### config.mk
export PLATFORM = sky130hd
export DESIGN_NAME = full_adder
export DESIGN_NICKNAME = d
export VERILOG_FILES = /design/src/rtl/full_adder.sv
export SDC_FILE = /design/constraint.sdc
export NUM_CORES = 1
export LEC_CHECK = 0
export ABC_CLOCK_PERIOD_IN_PS = 1600
export CAP_MARGIN = 20
export CORE_AREA = 10 10 47 49
export DETAILED_ROUTE_END_ITERATION = 7
export DIE_AREA = 0 0 57 59
export SYNTH_ARGS = -nofsm -noshare
export SYNTH_HDL_FRONTEND = slang
export SYNTH_SLANG_ARGS = --single-unit
### constraint.sdc
create_clock -name clk -period 1.6 [get_ports clk]
set_input_delay 0.24 -clock clk [delete_from_list [all_inputs] [get_ports clk]]
set_output_delay 0.24 -clock clk [all_outputs]
set_load 0.005 [all_outputs]
### src/rtl/full_adder.sv
// Single-bit full adder: zero-latency combinational sum/carry, plus a
// registered result stage and a bit-serial mode that keeps the carry in an
// internal register so multi-bit operands can be added LSB-first.
//
// Ports:
//   clk, rst_n   rising-edge clock, asynchronous active-low reset
//   a, b, cin    operand bits and external carry-in
//   s, cout      combinational sum / carry-out (independent of clk/rst_n/en)
//   en           clock enable for every register
//   ser_mode     1 = registered add takes its carry-in from carry_q
//   clr          synchronous carry clear; marks the current bit as the LSB
//   s_q, cout_q  registered sum / carry-out
//   carry_q      serial carry register
//   valid_q      registered outputs hold a result computed since reset
module full_adder #(
  parameter logic CARRY_INIT = 1'b0
) (
  input  logic clk,
  input  logic rst_n,
  input  logic a,
  input  logic b,
  input  logic cin,
  output logic s,
  output logic cout,
  input  logic en,
  input  logic ser_mode,
  input  logic clr,
  output logic s_q,
  output logic cout_q,
  output logic carry_q,
  output logic valid_q
);

  logic ci_eff;
  logic ci_reg;
  logic s_nxt;
  logic co_nxt;
  logic s_d;
  logic cout_d;
  logic carry_d;
  logic valid_d;

  // Purely combinational adder on the external carry-in.
  always_comb begin
    s    = a ^ b ^ cin;
    cout = (a & b) | (a & cin) | (b & cin);
  end

  // Next-state for the registered/serial stage.
  always_comb begin
    s_d     = s_q;
    cout_d  = cout_q;
    carry_d = carry_q;
    valid_d = valid_q;

    ci_eff = ser_mode ? carry_q : cin;
    // A clear in serial mode starts a new word, so the stale carry is replaced.
    ci_reg = (clr && ser_mode) ? CARRY_INIT : ci_eff;
    s_nxt  = a ^ b ^ ci_reg;
    co_nxt = (a & b) | (a & ci_reg) | (b & ci_reg);

    if (en) begin
      s_d     = s_nxt;
      cout_d  = co_nxt;
      valid_d = 1'b1;
      if (clr) begin
        carry_d = CARRY_INIT;
        if (ser_mode) begin
          carry_d = co_nxt;
        end
      end else if (ser_mode) begin
        carry_d = co_nxt;
      end
    end
  end

  // Result and carry registers.
  always_ff @(posedge clk or negedge rst_n) begin
    if (!rst_n) begin
      s_q     <= 1'b0;
      cout_q  <= 1'b0;
      carry_q <= CARRY_INIT;
      valid_q <= 1'b0;
    end else begin
      s_q     <= s_d;
      cout_q  <= cout_d;
      carry_q <= carry_d;
      valid_q <= valid_d;
    end
  end

endmodule

==> out/qor_table.md, run 1 <==
| Result | Reported |
| --- | --- |
| Run status | complete, no violations |
| Buffers from clock root to sink, at most | 2 |
| Clock period minus final worst setup slack | 1500 ps |
| TritonCTS buffer count | 3 |
| Count of buffering cells on the critical path with inverters included | 2 |
| Dpl hpwl | 497 um |
| Std-Cell Rows | 14 |
| Via count | 195 |
| TritonCTS clock tree | yes |
| Crit path cell chain | dlygate4sd2_1 -> fa_1 -> dlygate4sd2_1 |
| Count of filler cells inserted in the layout | 159 |
| Average wire per standard cell | 11.2 um |
| Sequential Area | 100 um^2 |
| Top-Level Pins | 14 |
| Type of the worst setup path | input pin to output port |
| Worst Hold Class | input pin to async pin |
| Worst slew slack as a fraction of its limit | 0.857 |
| DIE AREA | 3360 um^2 |
| Power Density | 833 nW/um^2 |
| Vias per Instance | 3.75 |
| Total negative setup slack | 0 ps |
| Area of the placeable core | 1400 um^2 |
| Post-route core utilization | 0.283 |
| Worst Setup Start Kind | input pin |
| Number of flip-flops and latches in the synthesized netlist | 4 |
| Worst Max-Slew Pin Slew | 213 ps |
| Remaining global-route overflow | 0 |
| Remaining DRCs | 0 |
| Area Growth Syn to Fin | 84.3% |
| Highest-count cells in the layout ignoring fill and taps | clkdlybuf4s50_1, dlygate4sd2_1, inv_1, dfrtp_1 |
| Final-report setup violation count | 0 |
| Htree depth | 1 |
| Num Clock Sinks | 4 |
| Area taken by multi-input logic gates | 100 um^2 |
| Arrival time reported for the critical path endpoint | 1260 ps |
| Peak clock frequency supported by timing | 0.667 GHz |
| Delay of the slowest cell on the worst path | 530 ps |
| Post-synthesis cell type count | 9 |
| Post-synthesis cell count | 18 |
| Pin count of the biggest net entering global routing | 6 |
| Static Leak | 0.000187 uW |
| Net count of the mapped netlist | 28 |
| Setup repair after global routing missed its margin | no |
| Setup Buffers After CTS | 0 |
| Final worst clock skew | 2.06 ps |
| Final GP Congestion | 0.598 |
| Worst IR Drop VDD | 188 uV |
| Final max-slew violation count | 0 |
| Initial standard-cell utilization of the core | 0.154 |
| Worst path slowest cell | fa_1 |
| Crit path max fanout | 2 |
| Tot GR Track Use | 0.0373 |
| Max_cap viols | 0 |
| Horizontal die dimension | 57 um |
| Fin. Hold Viols | 0 |
| Net count, final | 48 |
| Cell area after synthesis | 215 um^2 |
| Crit share post-route | 0.937 |
| Number of diodes added for antenna fixing | 0 |
| Most frequent cell on the critical path | dlygate4sd2_1 |
| Number of global-route vias before repair | 208 |
| Count of antenna-violating nets left after detailed routing | 0 |
| Synth area leaders | dfrtp_1, fa_1, mux2i_1, inv_1, o2bb2ai_1 |
| Avg Cell Area, Syn | 12.0 um^2 |
| Most common library cell in the layout ignoring fill and taps | clkdlybuf4s50_1 |
| Post-synth top area cell | dfrtp_1 |
| Sequential cell area fraction in the yosys report | 0.465 |
| CTS root buffer | clkbuf_4 |
| Required time of the critical path | 1360 ps |
| Final Power | 330 uW |
| Number of iterations in the first detailed-routing pass | 2 |
| Worst hold-check slack | 213 ps |
| Wire length after detailed routing | 582 um |
| Capturing element type of the critical path | output port |
| Kind of cell adding the most delay to the critical path | adder cells |
| First-pass GRT wire length | 931 um |
| Post-route standard cell area excluding fillers | 397 um^2 |
| Latest clock arrival within the worst-skew pair | 230 ps |
| Clock slew at reported path FFs | 40 ps |
| Fraction of final layout cells sized beyond drive strength 1 | 0.167 |
| Placed cell areas | 380 um^2 |
| Number of synthesis warnings | 0 |
| Die height | 59 um |
| Initial antenna violation count | 0 |
| Initial DRC Count | 2 |
| Synth top area share | 0.465 |
| Number of port buffers | 13 |
## per-stage QoR
step / instances / worst slack, ps
finish: 52 / 100
global route: 52 / 71.5
CTS: 52 / 91.2
floorplan: 18 / 329
global placement: 49 / -369
detailed placement: 49 / -377
## cells by family after synthesis
kind of cell,Yosys count,synth area share
AOI/OAI and AO/OA,2,0.0639
adders and majority gates,2,0.186
buffers and inverters,4,0.0697
DFF,4,0.465
muxes,3,0.140
and+or+nand+nor,3,0.0756
## Yosys cell counts
cell type / count
dfrtp_1: 4
inv_1: 4
mux2i_1: 3
fa_1: 2
nand2_1: 1
nor2b_1: 1
o21ai_0: 1
o2bb2ai_1: 1
or2_2: 1
## where the power goes
part           switching (uW)  leakage (uW)  total, uW  internal [uW]
Sequential               6.76     0.0000455        121            114
Combinational            30.6      0.000128       85.9           55.3
Clock                    40.0     0.0000138        124           83.8
Total                    77.3      0.000187        330            253
## worst paths after layout
check	start	end	slack, ps	cells past startpoint
worst max-delay path	a	s	100	3
worst min-delay path	rst_n	carry_q	210	1
worst max register to register	carry_q	s_q	260	4
worst min register to register	valid_q	valid_q	460	1
max in group asynchronous	rst_n	valid_q	1220	1
min in group clk	valid_q	valid_q	460	1
## final cells by class
cell class	instances	area share
sequential	4	0.252
multi-input combinational	10	0.252
timing repair buffer	15	0.350
clock buffer	3	0.0568
inverter	4	0.0379
tap	16	0.0505
## flip-flops by register name, summed over array words and instances (netlist names)
name	count
s_q	1
valid_q	1
carry_q	1
cout_q	1
## worst reg2reg max path, stage by stage, from the launching register on
cell     delay, ps
dfrtp_1        390
nor2b_1        140
mux2i_1        170
fa_1           440
mux2i_1        130
## what timing repair did
| action | 4_1_cts | 5_1_grt |
|---|---|---|
| gates resized for setup | 5 | 0 |
| hold buffers | 0 | 0 |
| endpoints found under the setup margin | 2 | 0 |
## metal layers
metal  track usage  wire length (um)
met1        0.0361               220
met2        0.0496               295
met3        0.0129                46
met4        0.0604                19
met5             0                 0
Note: power is estimated with default switching activity, not from simulation.
==> run 2: changes to the inputs <==
- ABC_CLOCK_PERIOD_IN_PS: 1600 -> 1350
- SKIP_CTS_REPAIR_TIMING: unset -> 1
- clock period: 1.6 -> 1.35 ns (I/O delays scaled with it)
==> run 2 against run 1 <==
Net effect: power up 21%; sequential power up 17%; sequential share of layout area down 2.2 points; combinational power up 34%; flip-flop and latch count unchanged; register-to-register slack worse by 250 ps; first-iteration DRC count down 100%; count of clock-buffer cells in the layout unchanged; via count down 0.51%; hold slack worse by 34 ps; non-clock buffer count up 1.
==> out/qor_table.md, run 2 (synthesis results as in run 1) <==
| Result | Reported | vs previous |
| --- | --- | --- |
| Remaining global-route overflow | 0 | unchanged |
| Number of diodes added for antenna fixing | 0 | unchanged |
| Vias per Instance | 3.66 | was 3.75 |
| Tot GR Track Use | 0.0404 | was 0.0373 |
| Total negative setup slack | 0 ps | unchanged |
| Fraction of final layout cells sized beyond drive strength 1 | 0.243 | was 0.167 |
| Clock period minus final worst setup slack | 1340 ps |  |
| Initial standard-cell utilization of the core | 0.154 | unchanged |
| Crit path max fanout | 2 | unchanged |
| Highest-count cells in the layout ignoring fill and taps | dlymetal6s2s_1, clkdlybuf4s50_1, inv_1, dfrtp_1 | was clkdlybuf4s50_1, dlygate4sd2_1, inv_1, dfrtp_1 |
| Number of iterations in the first detailed-routing pass | 1 | was 2 |
| Worst path slowest cell | fa_1 | unchanged |
| R2R setup slack | 10 ps | was 260 ps |
| Area Growth Syn to Fin | 102% | was 84.3% |
| Worst hold-check slack | 179 ps | was 213 ps |
| CTS root buffer | clkbuf_4 | unchanged |
| First-pass GRT wire length | 1.01 mm | was 931 um |
| Net count, final | 49 | was 48 |
| Fin. Hold Viols | 0 | unchanged |
| Initial DRC Count | 0 | was 2 |
| Final GP Congestion | 0.607 | was 0.598 |
| Setup repair after global routing missed its margin | yes | was no |
| Pin count of the biggest net entering global routing | 6 | unchanged |
| Run status | complete, no violations | unchanged |
| Worst Hold Class | input pin to async pin | unchanged |
| Post-route core utilization | 0.310 | was 0.283 |
| Top-Level Pins | 14 | unchanged |
| Post-Place Worst Slack | -561 ps | was -377 ps |
| Final-report setup violation count | 0 | unchanged |
| Number of port buffers | 13 | unchanged |
| Average wire per standard cell | 11.3 um | was 11.2 um |
| TritonCTS clock tree | yes | unchanged |
| Critical path startpoint | carry_q | was a |
| Htree depth | 1 | unchanged |
| Kind of cell adding the most delay to the critical path | adder cells | unchanged |
| Clock slew at reported path FFs | 40 ps | about the same |
| Number of global-route vias before repair | 221 | was 208 |
| Start of the worst register-to-register path | carry_q | unchanged |
| Die height | 59 um | unchanged |
| Worst IR Drop VDD | 214 uV | was 188 uV |
| Horizontal die dimension | 57 um | unchanged |
| TritonCTS buffer count | 3 | unchanged |
| Area of the placeable core | 1400 um^2 | unchanged |
| Static Leak | 0.000254 uW | was 0.000187 uW |
| Worst Max-Slew Pin Slew | 223 ps | was 213 ps |
| Most common library cell in the layout ignoring fill and taps | dlymetal6s2s_1 | was clkdlybuf4s50_1 |
| Worst Setup Slack, final | 13.4 ps | was 100 ps |
| Via count | 194 | was 195 |
| Crit share post-route | 0.990 |  |
| Type of the worst setup path | register to register | was input pin to output port |
| Remaining DRCs | 0 | unchanged |
| Worst Setup Start Kind | register | was input pin |
| Delay of the slowest cell on the worst path | 440 ps | was 530 ps |
| Buffers from clock root to sink, at most | 2 | unchanged |
| Initial antenna violation count | 0 | unchanged |
| Std-Cell Rows | 14 | unchanged |
| Count of antenna-violating nets left after detailed routing | 0 | unchanged |
| Capturing element type of the critical path | register | was output port |
| Arrival time reported for the critical path endpoint | 1490 ps | was 1260 ps |
| Wire length after detailed routing | 600 um | was 582 um |
| Num Clock Sinks | 4 | unchanged |
| Power Density | 921 nW/um^2 | was 833 nW/um^2 |
| Final worst clock skew | 0.492 ps | was 2.06 ps |
| Dpl hpwl | 524 um | was 497 um |
| Max_cap viols | 0 | unchanged |
| Final max-slew violation count | 0 | unchanged |
| Crit path cell chain | nor2b_2 -> mux2i_2 -> fa_1 -> mux2i_1 | was dlygate4sd2_1 -> fa_1 -> dlygate4sd2_1 |
| Latest clock arrival within the worst-skew pair | 230 ps | about the same |
| Peak clock frequency supported by timing | 0.748 GHz |  |
| Worst slew slack as a fraction of its limit | 0.851 | was 0.857 |
| Count of buffering cells on the critical path with inverters included | 0 | was 2 |
| Required time of the critical path | 1500 ps | was 1360 ps |
| DIE AREA | 3360 um^2 | unchanged |
| Count of filler cells inserted in the layout | 153 | was 159 |
==> run 2: cell types whose count changed in the layout (fill, tap and decap cells not counted), sizes merged <==
cell,previous run,this run
dlymetal6s2s,0,7
buf,2,3
clkdlybuf4s50,8,6
dlygate4sd2,5,0
==> run 2: power breakdown <==
part / internal (uW) / total (uW) / switching, uW / leakage (uW)
registers: 135 / 142 / 6.74 / 0.0000455
logic: 75.0 / 115 / 39.7 / 0.000194
clock network: 99.2 / 144 / 44.4 / 0.0000138
total: 309 / 400 / 90.9 / 0.000254
==> run 2: worst register-to-register path: stages (launching register included) <==
cell	delay (ps)
dfrtp_1	360
nor2b_2	150
mux2i_2	170
fa_1	440
mux2i_1	140
==> run 2: layout make-up <==
class                           count  area (um^2)  share of cell area
Multi-Input combinational cell     10          106               0.245
Sequential cell                     4          100               0.231
Inverter                            4         15.0              0.0346
Timing Repair Buffer               16          170               0.392
Tap cell                           16         20.0              0.0461
Clock buffer                        3         22.5              0.0519
==> run 2: worst paths after layout <==
| path | to | cells after the start |
|---|---|---|
| setup / recovery | s_q | 4 |
| hold / removal | carry_q | 1 |
| setup reg to reg | s_q | 4 |
| hold reg to reg | valid_q | 1 |
| max in group asynchronous | valid_q | 1 |
| min in group clk | carry_q | 4 |
==> run 2: routing by layer <==
layer	share of wire	GRT usage	vias up	routed length (um)
met2	0.51	0.0605	8	308
met5	0	0	-	0
li1	-	-	96	-
met1	0.36	0.0349	88	215
met4	0.045	0.0604	0	27
met3	0.082	0.0150	2	49
==> run 2: through the flow <==
stage	instance area, um^2	power [uW]	instances
final	434	400	53
after global routing	434	429	53
after CTS	410	416	53
after detailed placement	388	265	50
after global placement	388	262	50
after floorplan	215	176	18
